$ cat config.mk
export PLATFORM = sky130hd
export DESIGN_NAME = logic_alu_seq
export DESIGN_NICKNAME = d
export VERILOG_FILES = /design/src/rtl/logic_alu_seq.sv
export SDC_FILE = /design/constraint.sdc
export NUM_CORES = 1
export LEC_CHECK = 0
export BUFFER_PORTS_ARGS = -buffer_cell sky130_fd_sc_hd__buf_2
export CORE_UTILIZATION = 52
export CTS_CLUSTER_SIZE = 20
export DETAILED_ROUTE_END_ITERATION = 8
export PLACE_DENSITY = 0.78
export SYNTH_ARGS = -nofsm -noshare
export SYNTH_HDL_FRONTEND = slang
export SYNTH_SLANG_ARGS = --single-unit
export TNS_END_PERCENT = 100
$ cat constraint.sdc
create_clock -name clk -period 1.5 [get_ports clk]
set_input_delay 0.45 -clock clk [delete_from_list [all_inputs] [get_ports clk]]
set_output_delay 0.45 -clock clk [all_outputs]
set_load 0.005 [all_outputs]
$ cat src/rtl/logic_alu_seq.sv
// rtl/logic_alu_seq.sv - sequential N-bit logic ALU with bit-serial shifter
//
// Accepts {op, a, b} on a valid/ready handshake, executes AND/OR/XOR in one
// step or SHR/SHL one bit per cycle, then holds the registered result and
// status until the consumer takes it.
//
// Ports:
//   clk, rst_n            clock (rising edge), asynchronous active-low reset
//   in_valid / in_ready   request handshake (op, a, b sampled on accept)
//   op [2:0]              000 AND, 001 OR, 010 XOR, 011 SHR, 100 SHL, else illegal
//   a, b [N-1:0]          operands; for shifts a is the source, b the amount
//   out_valid / out_ready result handshake
//   result [N-1:0]        registered result
//   flag_z, flag_n        result == 0, result MSB
//   flag_c                last bit shifted out (0 for non-shift / shift by 0)
//   err                   illegal opcode
//
// Build option: define LOGIC_ALU_SEQ_FLAGS_EN to generate flag_z/flag_n/flag_c;
// without it those outputs are tied to 0.

module logic_alu_seq #(
  parameter int N = 4
) (
  input  logic         clk,
  input  logic         rst_n,
  input  logic         in_valid,
  output logic         in_ready,
  input  logic [2:0]   op,
  input  logic [N-1:0] a,
  input  logic [N-1:0] b,
  output logic         out_valid,
  input  logic         out_ready,
  output logic [N-1:0] result,
  output logic         flag_z,
  output logic         flag_n,
  output logic         flag_c,
  output logic         err
);

  typedef enum logic [1:0] {
    S_IDLE  = 2'd0,
    S_SHIFT = 2'd1,
    S_DONE  = 2'd2
  } state_t;

  localparam logic [2:0] OP_AND = 3'b000;
  localparam logic [2:0] OP_OR  = 3'b001;
  localparam logic [2:0] OP_XOR = 3'b010;
  localparam logic [2:0] OP_SHR = 3'b011;
  localparam logic [2:0] OP_SHL = 3'b100;

  // cnt must hold values 0..N
  localparam int               CW      = $clog2(N + 1);
  localparam logic [CW-1:0]    CNT_MAX = CW'(N);
  localparam logic [N-1:0]     N_AS_B  = N'(N);

  state_t        state_q, state_d;
  logic [N-1:0]  result_q, result_d;  // doubles as the shift working register
  logic [CW-1:0] cnt_q, cnt_d;
  logic          shl_q, shl_d;
  logic          err_q, err_d;
  logic          accept;

  assign in_ready  = (state_q == S_IDLE);
  assign out_valid = (state_q == S_DONE);
  assign accept    = (state_q == S_IDLE) && in_valid;
  assign result    = result_q;
  assign err       = err_q;

  always_comb begin
    state_d  = state_q;
    result_d = result_q;
    cnt_d    = cnt_q;
    shl_d    = shl_q;
    err_d    = err_q;
    case (state_q)
      S_IDLE: begin
        if (in_valid) begin
          err_d   = 1'b0;
          state_d = S_DONE;
          case (op)
            OP_AND: result_d = a & b;
            OP_OR:  result_d = a | b;
            OP_XOR: result_d = a ^ b;
            OP_SHR, OP_SHL: begin
              shl_d    = (op == OP_SHL);
              result_d = a;
              if (b != '0) begin
                // amounts >= N would only shift zeros in; cap at N steps
                cnt_d   = (b >= N_AS_B) ? CNT_MAX : b[CW-1:0];
                state_d = S_SHIFT;
              end
            end
            default: begin
              result_d = '0;
              err_d    = 1'b1;
            end
          endcase
        end
      end
      S_SHIFT: begin
        if (shl_q) result_d = {result_q[N-2:0], 1'b0};
        else       result_d = {1'b0, result_q[N-1:1]};
        cnt_d = cnt_q - 1'b1;
        if (cnt_q == CW'(1)) state_d = S_DONE;
      end
      S_DONE: begin
        if (out_ready) state_d = S_IDLE;
      end
      default: state_d = S_IDLE;
    endcase
  end

  always_ff @(posedge clk or negedge rst_n) begin
    if (!rst_n) begin
      state_q  <= S_IDLE;
      result_q <= '0;
      cnt_q    <= '0;
      shl_q    <= 1'b0;
      err_q    <= 1'b0;
    end else begin
      state_q  <= state_d;
      result_q <= result_d;
      cnt_q    <= cnt_d;
      shl_q    <= shl_d;
      err_q    <= err_d;
    end
  end

`ifdef LOGIC_ALU_SEQ_FLAGS_EN
  logic flag_z_q, flag_z_d;
  logic flag_n_q, flag_n_d;
  logic flag_c_q, flag_c_d;
  logic enter_done;

  // z/n are captured once from the final result so they stay frozen in DONE
  assign enter_done = (state_q != S_DONE) && (state_d == S_DONE);

  always_comb begin
    flag_z_d = flag_z_q;
    flag_n_d = flag_n_q;
    flag_c_d = flag_c_q;
    if (accept) begin
      flag_c_d = 1'b0;
    end else if (state_q == S_SHIFT) begin
      flag_c_d = shl_q ? result_q[N-1] : result_q[0];
    end
    if (enter_done) begin
      flag_z_d = (result_d == '0);
      flag_n_d = result_d[N-1];
    end
  end

  always_ff @(posedge clk or negedge rst_n) begin
    if (!rst_n) begin
      flag_z_q <= 1'b0;
      flag_n_q <= 1'b0;
      flag_c_q <= 1'b0;
    end else begin
      flag_z_q <= flag_z_d;
      flag_n_q <= flag_n_d;
      flag_c_q <= flag_c_d;
    end
  end

  assign flag_z = flag_z_q;
  assign flag_n = flag_n_q;
  assign flag_c = flag_c_q;
`else
  assign flag_z = 1'b0;
  assign flag_n = 1'b0;
  assign flag_c = 1'b0;
`endif

endmodule

# Word level (Yosys, flattened, before mapping)
# Index checks and enable logic that the tools add are counted.
# Widths: inputs -> output; s select.
totals:
  reg_bits: 11
  input_bits: 15
  output_inout_bits: 10
  elab_cells: 49
op_classes:
  addsub: 1
  magnitude_cmp: 1
  n_eq_ne: 12
  muxes: 16
  bitwise: 3
  reduce_logical: 11
op_table:
  columns: ["cell", "n"]
  rows:
  - ["$pmux 4 s4", 1]
  - ["$mux 3", 4]
  - ["$mux 2", 5]
  - ["$mux 4", 2]
  - ["$pmux 4 s2", 1]
  - ["$eq 3x1->1 const B", 2]
  - ["$eq 3x2->1 const B", 2]
  - ["$ne 2x1->1 const B", 3]
  - ["$pmux 2 s3", 1]
  - ["$pmux 3 s2", 1]
  - ["$reduce_and 3->1", 2]
  - ["$reduce_or 5->1", 1]
  - ["$and 4x4->4", 1]
  - ["$ge 4x3->1 const B", 1]
  - ["$ne 2x2->1 const B", 2]
  - ["$or 4x4->4", 1]
  - ["$reduce_and 2->1", 2]
  - ["$reduce_and 4->1", 1]
  - ["$reduce_bool 4->1", 1]
  - ["$xor 4x4->4", 1]
  - ["$eq 3x3->1 const B", 1]
  - ["$logic_not 3->1", 1]
  - ["$sub 3x1->3 const B", 1]
  - ["$eq 2x1->1 const B", 1]
  - ["5 further kinds", 5]

# Logic depth before layout (Yosys ltp)
logic_depth:
  word_depth: 6
  ltp_mapped: 6
  ltp_nobuf: 6

# Worst setup path before layout
# No wires, ideal clock.
synth_timing:
  kind: "input -> register"
  startpoint: "in op[0]"
  endpoint: "reg cnt_q[1]"
  setup_time_ns: 0.125
  arrival_time_ns: 1.385
  required_ns: 1.375
  path_slack_ns: -0.010
  cell_stages: 4
  path_buffers: 0
  cell_sequence: "nor3b_1 > a2bb2oi_2 > a31o_1 > mux2_4"
synth_between:
  elab_chain_len: 4
synth_lines:
  columns: ["element", "line", "rtl"]
  rows:
  - ["start: declaration", "28", "input logic [2:0] op,"]
  - ["$eq 3x3->1 or $eq 3x2->1 (tied branches)", "81", "case (op)"]
  - ["$reduce_or 2->1 (*)", "81", null]
  - ["$ne 2x1->1 (no source line) (*)", null, null]
  - ["$reduce_and 4->1 (no source line) (*)", null, null]
  - ["end signal: assignment", "124", "cnt_q <= cnt_d;"]
  - ["end: declaration", "59", "logic [CW-1:0] cnt_q, cnt_d;"]
# Every way passes the cells marked *; elsewhere a longest branch is shown, timed or not.
# A chain may end at the register's enable or synchronous reset.

# Final worst setup path
layout_timing:
  startpoint: "reg state_q[1]"
  endpoint: "out out_valid"
layout_between:
  elab_chain_len: 1
layout_lines:
  columns: ["element", "line", "rtl"]
  rows:
  - ["start: declaration", "57", "state_t state_q, state_d;"]
  - ["start signal: assignment", "122", "state_q <= state_d;"]
  - ["$eq 2x2->1", "65", "assign out_valid = (state_q == S_DONE);"]
  - ["end: declaration", "31", "output logic out_valid,"]
# Every way passes these cells.

==> flow_metrics.py <==
metrics = {
    "die": {
        "start_util": 0.565,
        "coreArea_mm2": 0.00176,
        "rows": 15,
        "die-area_mm2": 0.00209,
        "io_pins": 25,
        "dieWidth_um": 45.8,
        "die_height_um": 45.8,
    },
    "sta": {
        "period_minus_slack_ps": 1460,
        "whs_ps": 35.6,
        "fmax_mhz": 687,
        "setup_violations": 0,
        "totalNegativeSetupSlack_ps": 0,
        "maxSlewViolCount": 0,
        "hold_viol_final": 0,
        "skew_ps": 6.47,
        "timing.final.crit_share": 0.970,
        "rsz0062_at_grt": "yes",
    },
    "layout": {
        "regArea_um2": 275,
        "final_common_cell": "buf_4",
        "antenna_cells": 0,
        "drive_gt1_frac": 0.350,
        "fin_util": 0.736,
        "syn2layout_area_growth_pct": 30.4,
        "multiInputGateArea_um2": 643,
        "nNetsFinal": 186,
        "layout_common_cells": "buf_4 (22), buf_2 (21), inv_1 (13)",
        "final_cells": 185,
        "n_fill_cell": 155,
    },
    "status": {
        "status": "complete, no violations",
    },
    "logic_synthesis": {
        "synth_area_um2": 996,
        "yosysWarnings": 0,
        "synth_cells": 119,
        "ys_ff_latch": 11,
        "synth_seq_area_share": 0.276,
        "ys_types": 37,
        "syn_area_per_cell_um2": 8.37,
    },
    "worst_setup_path": {
        "cp.depth": 3,
        "cp_top_family": "flip-flops",
        "path_cells": "inv_2, nor2_1, buf_2",
        "end_kind": "output pin",
        "cp.required_ps": 1050,
        "startpoint": "state_q[1]",
        "r2r_slack_ps": 80,
        "worstRegToRegCells": 6,
        "cp.arrival_ps": 1010,
        "startpoint_type": "register",
        "path_buf_inv": 2,
        "cp_slowest_cell": "dfrtp_1",
        "crit_end": "out_valid",
        "timing.rr.start": "state_q[0]",
        "critPathKind": "register to output pin",
        "max_stage_delay_ps": 440,
        "reg2reg_to": "result[2]",
        "cp_max_fo": 5,
    },
    "hold_path": {
        "hold_class": "input port to asynchronous set/reset pin",
    },
    "grt": {
        "grt_max_degree": 12,
        "first_global_vias": 972,
        "gr-total-overflow": 0,
        "grt_pass1_wl_mm": 4.03,
        "grt_usage": 0.257,
        "antenna_found_initial": 0,
    },
    "cts": {
        "htree_levels": 1,
        "root_buffer": "clkbuf_4",
        "cts_tree": "yes",
        "clk_pin_slew_ps": 80,
        "cts.sinks": 11,
        "insertion_delay_ps": 270,
        "numCtsBuffers": 3,
        "ctsLongestPathBuffers": 2,
    },
    "placed_design": {
        "dp_hpwl_mm": 1.87,
        "dp_cells": 178,
        "place.gp.congestion": 0.883,
        "portBuffers": 21,
    },
    "routing": {
        "dr.pass1.iters": 4,
        "drt_iter0_markers": 24,
        "totalWireLength_mm": 2.31,
        "vias_per_cell": 5.39,
        "drc": 0,
        "ant_nets": 0,
        "wire_per_inst_um": 12.5,
        "vias": 997,
    },
    "pwr": {
        "p_total_mw": 1.58,
        "vdd_ir_drop_max_v": 0.000694,
        "powerDensity_mw_per_mm2": 1220,
        "power_leakage_nw": 0.675,
    },
    "flow_run": {
        "maxCapViolations": 0,
    },
}
## cell type report
| type | count | share of cell area |
|---|---|---|
| flip-flops and latches | 11 | 0.212 |
| inverters | 14 | 0.0405 |
| repair buffers | 43 | 0.208 |
| well taps | 25 | 0.0241 |
| clock buffers | 4 | 0.0202 |
| multi-input cells | 88 | 0.495 |
## cells in the mapped netlist, drive strengths merged
cell     number  area, um^2
and3b         1        8.76
o21ai         9        45.0
a221oi        1        8.76
o32ai         3        26.3
nand2         5        18.8
nor2b         3        18.8
dfrtp        11         275
a32o          1        10.0
a211oi        1        7.51
or2           2        12.5
nor2         11        41.3
nand2b        1        6.26
ha           10         125
a2bb2oi       2        23.8
a22oi         3        22.5
inv          14        52.6
o21a          1        7.51
conb          1        3.75
mux2i         3        30.0
mux2          4        48.8
a31o          1        8.76
or3b          2        17.5
o21bai        1        7.51
a31oi         4        25.0
nand3         1        5.00
clkbuf        2        7.51
o31ai         1        7.51
nand3b        2        15.0
o22a          1        8.76
buf           6        40.0
nor3b         2        15.0
a21oi         9        45.0
## worst min-delay path by stage
stage / to / startpoint / depth (start not counted) / slack (ps)
finish: result[3] / rst_n / 1 / 40
global route: result[3] / rst_n / 1 / 50
CTS: result[3] / rst_n / 1 / 50
detailed placement: result[3] / rst_n / 1 / 330
global placement: result[3] / rst_n / 1 / 330
floorplan: cnt_q[0] / rst_n / 0 / 150
## stage by stage
step / cell area, um^2 / setup slack (ps)
finish: 1300 / 44.3
global route: 1300 / -20.8
CTS: 1280 / 19.4
detailed placement: 1240 / -215
global placement: 1240 / -116
floorplan: 1010 / 36.7
## state kept, by name, summed over array words and instances, names as in the netlist
name     flops
state_q      2
err          1
result       4
cnt_q        3
shl_q        1
## repair_timing
item | CTS | global route
setup endpoints to repair | 2 | 2
resized for setup | 0 | 3
endpoints found under the hold margin | 0 | 0
hold buffers | 0 | 0
setup buffers | 2 | 1
## routing by layer
metal	wire (um)	part of all wire	track usage
met4	0	0	0.0588
met5	0	0	0
met1	1050	0.45	0.325
met2	1200	0.52	0.466
met3	58	0.025	0.0238
## power breakdown
group / switching [mW] / total [mW] / internal, mW
sequential: 0.107 / 0.527 / 0.420
clock: 0.104 / 0.207 / 0.103
combinational: 0.410 / 0.851 / 0.440
## kinds of logic (layout without fill, tap and decap cells)
kind of cell             Yosys count  after routing  synth area share
other                              1              3           0.00377
adder cells (fa/ha/maj)           10             10             0.126
buffers and inverters             22             61             0.101
flip-flops                        11             11             0.276
multiplexers                       7              7            0.0791
AND/OR/NAND/NOR                   30             30             0.160
AO/OA/AOI/OAI                     38             38             0.255
(Power assumes the default switching activity.)
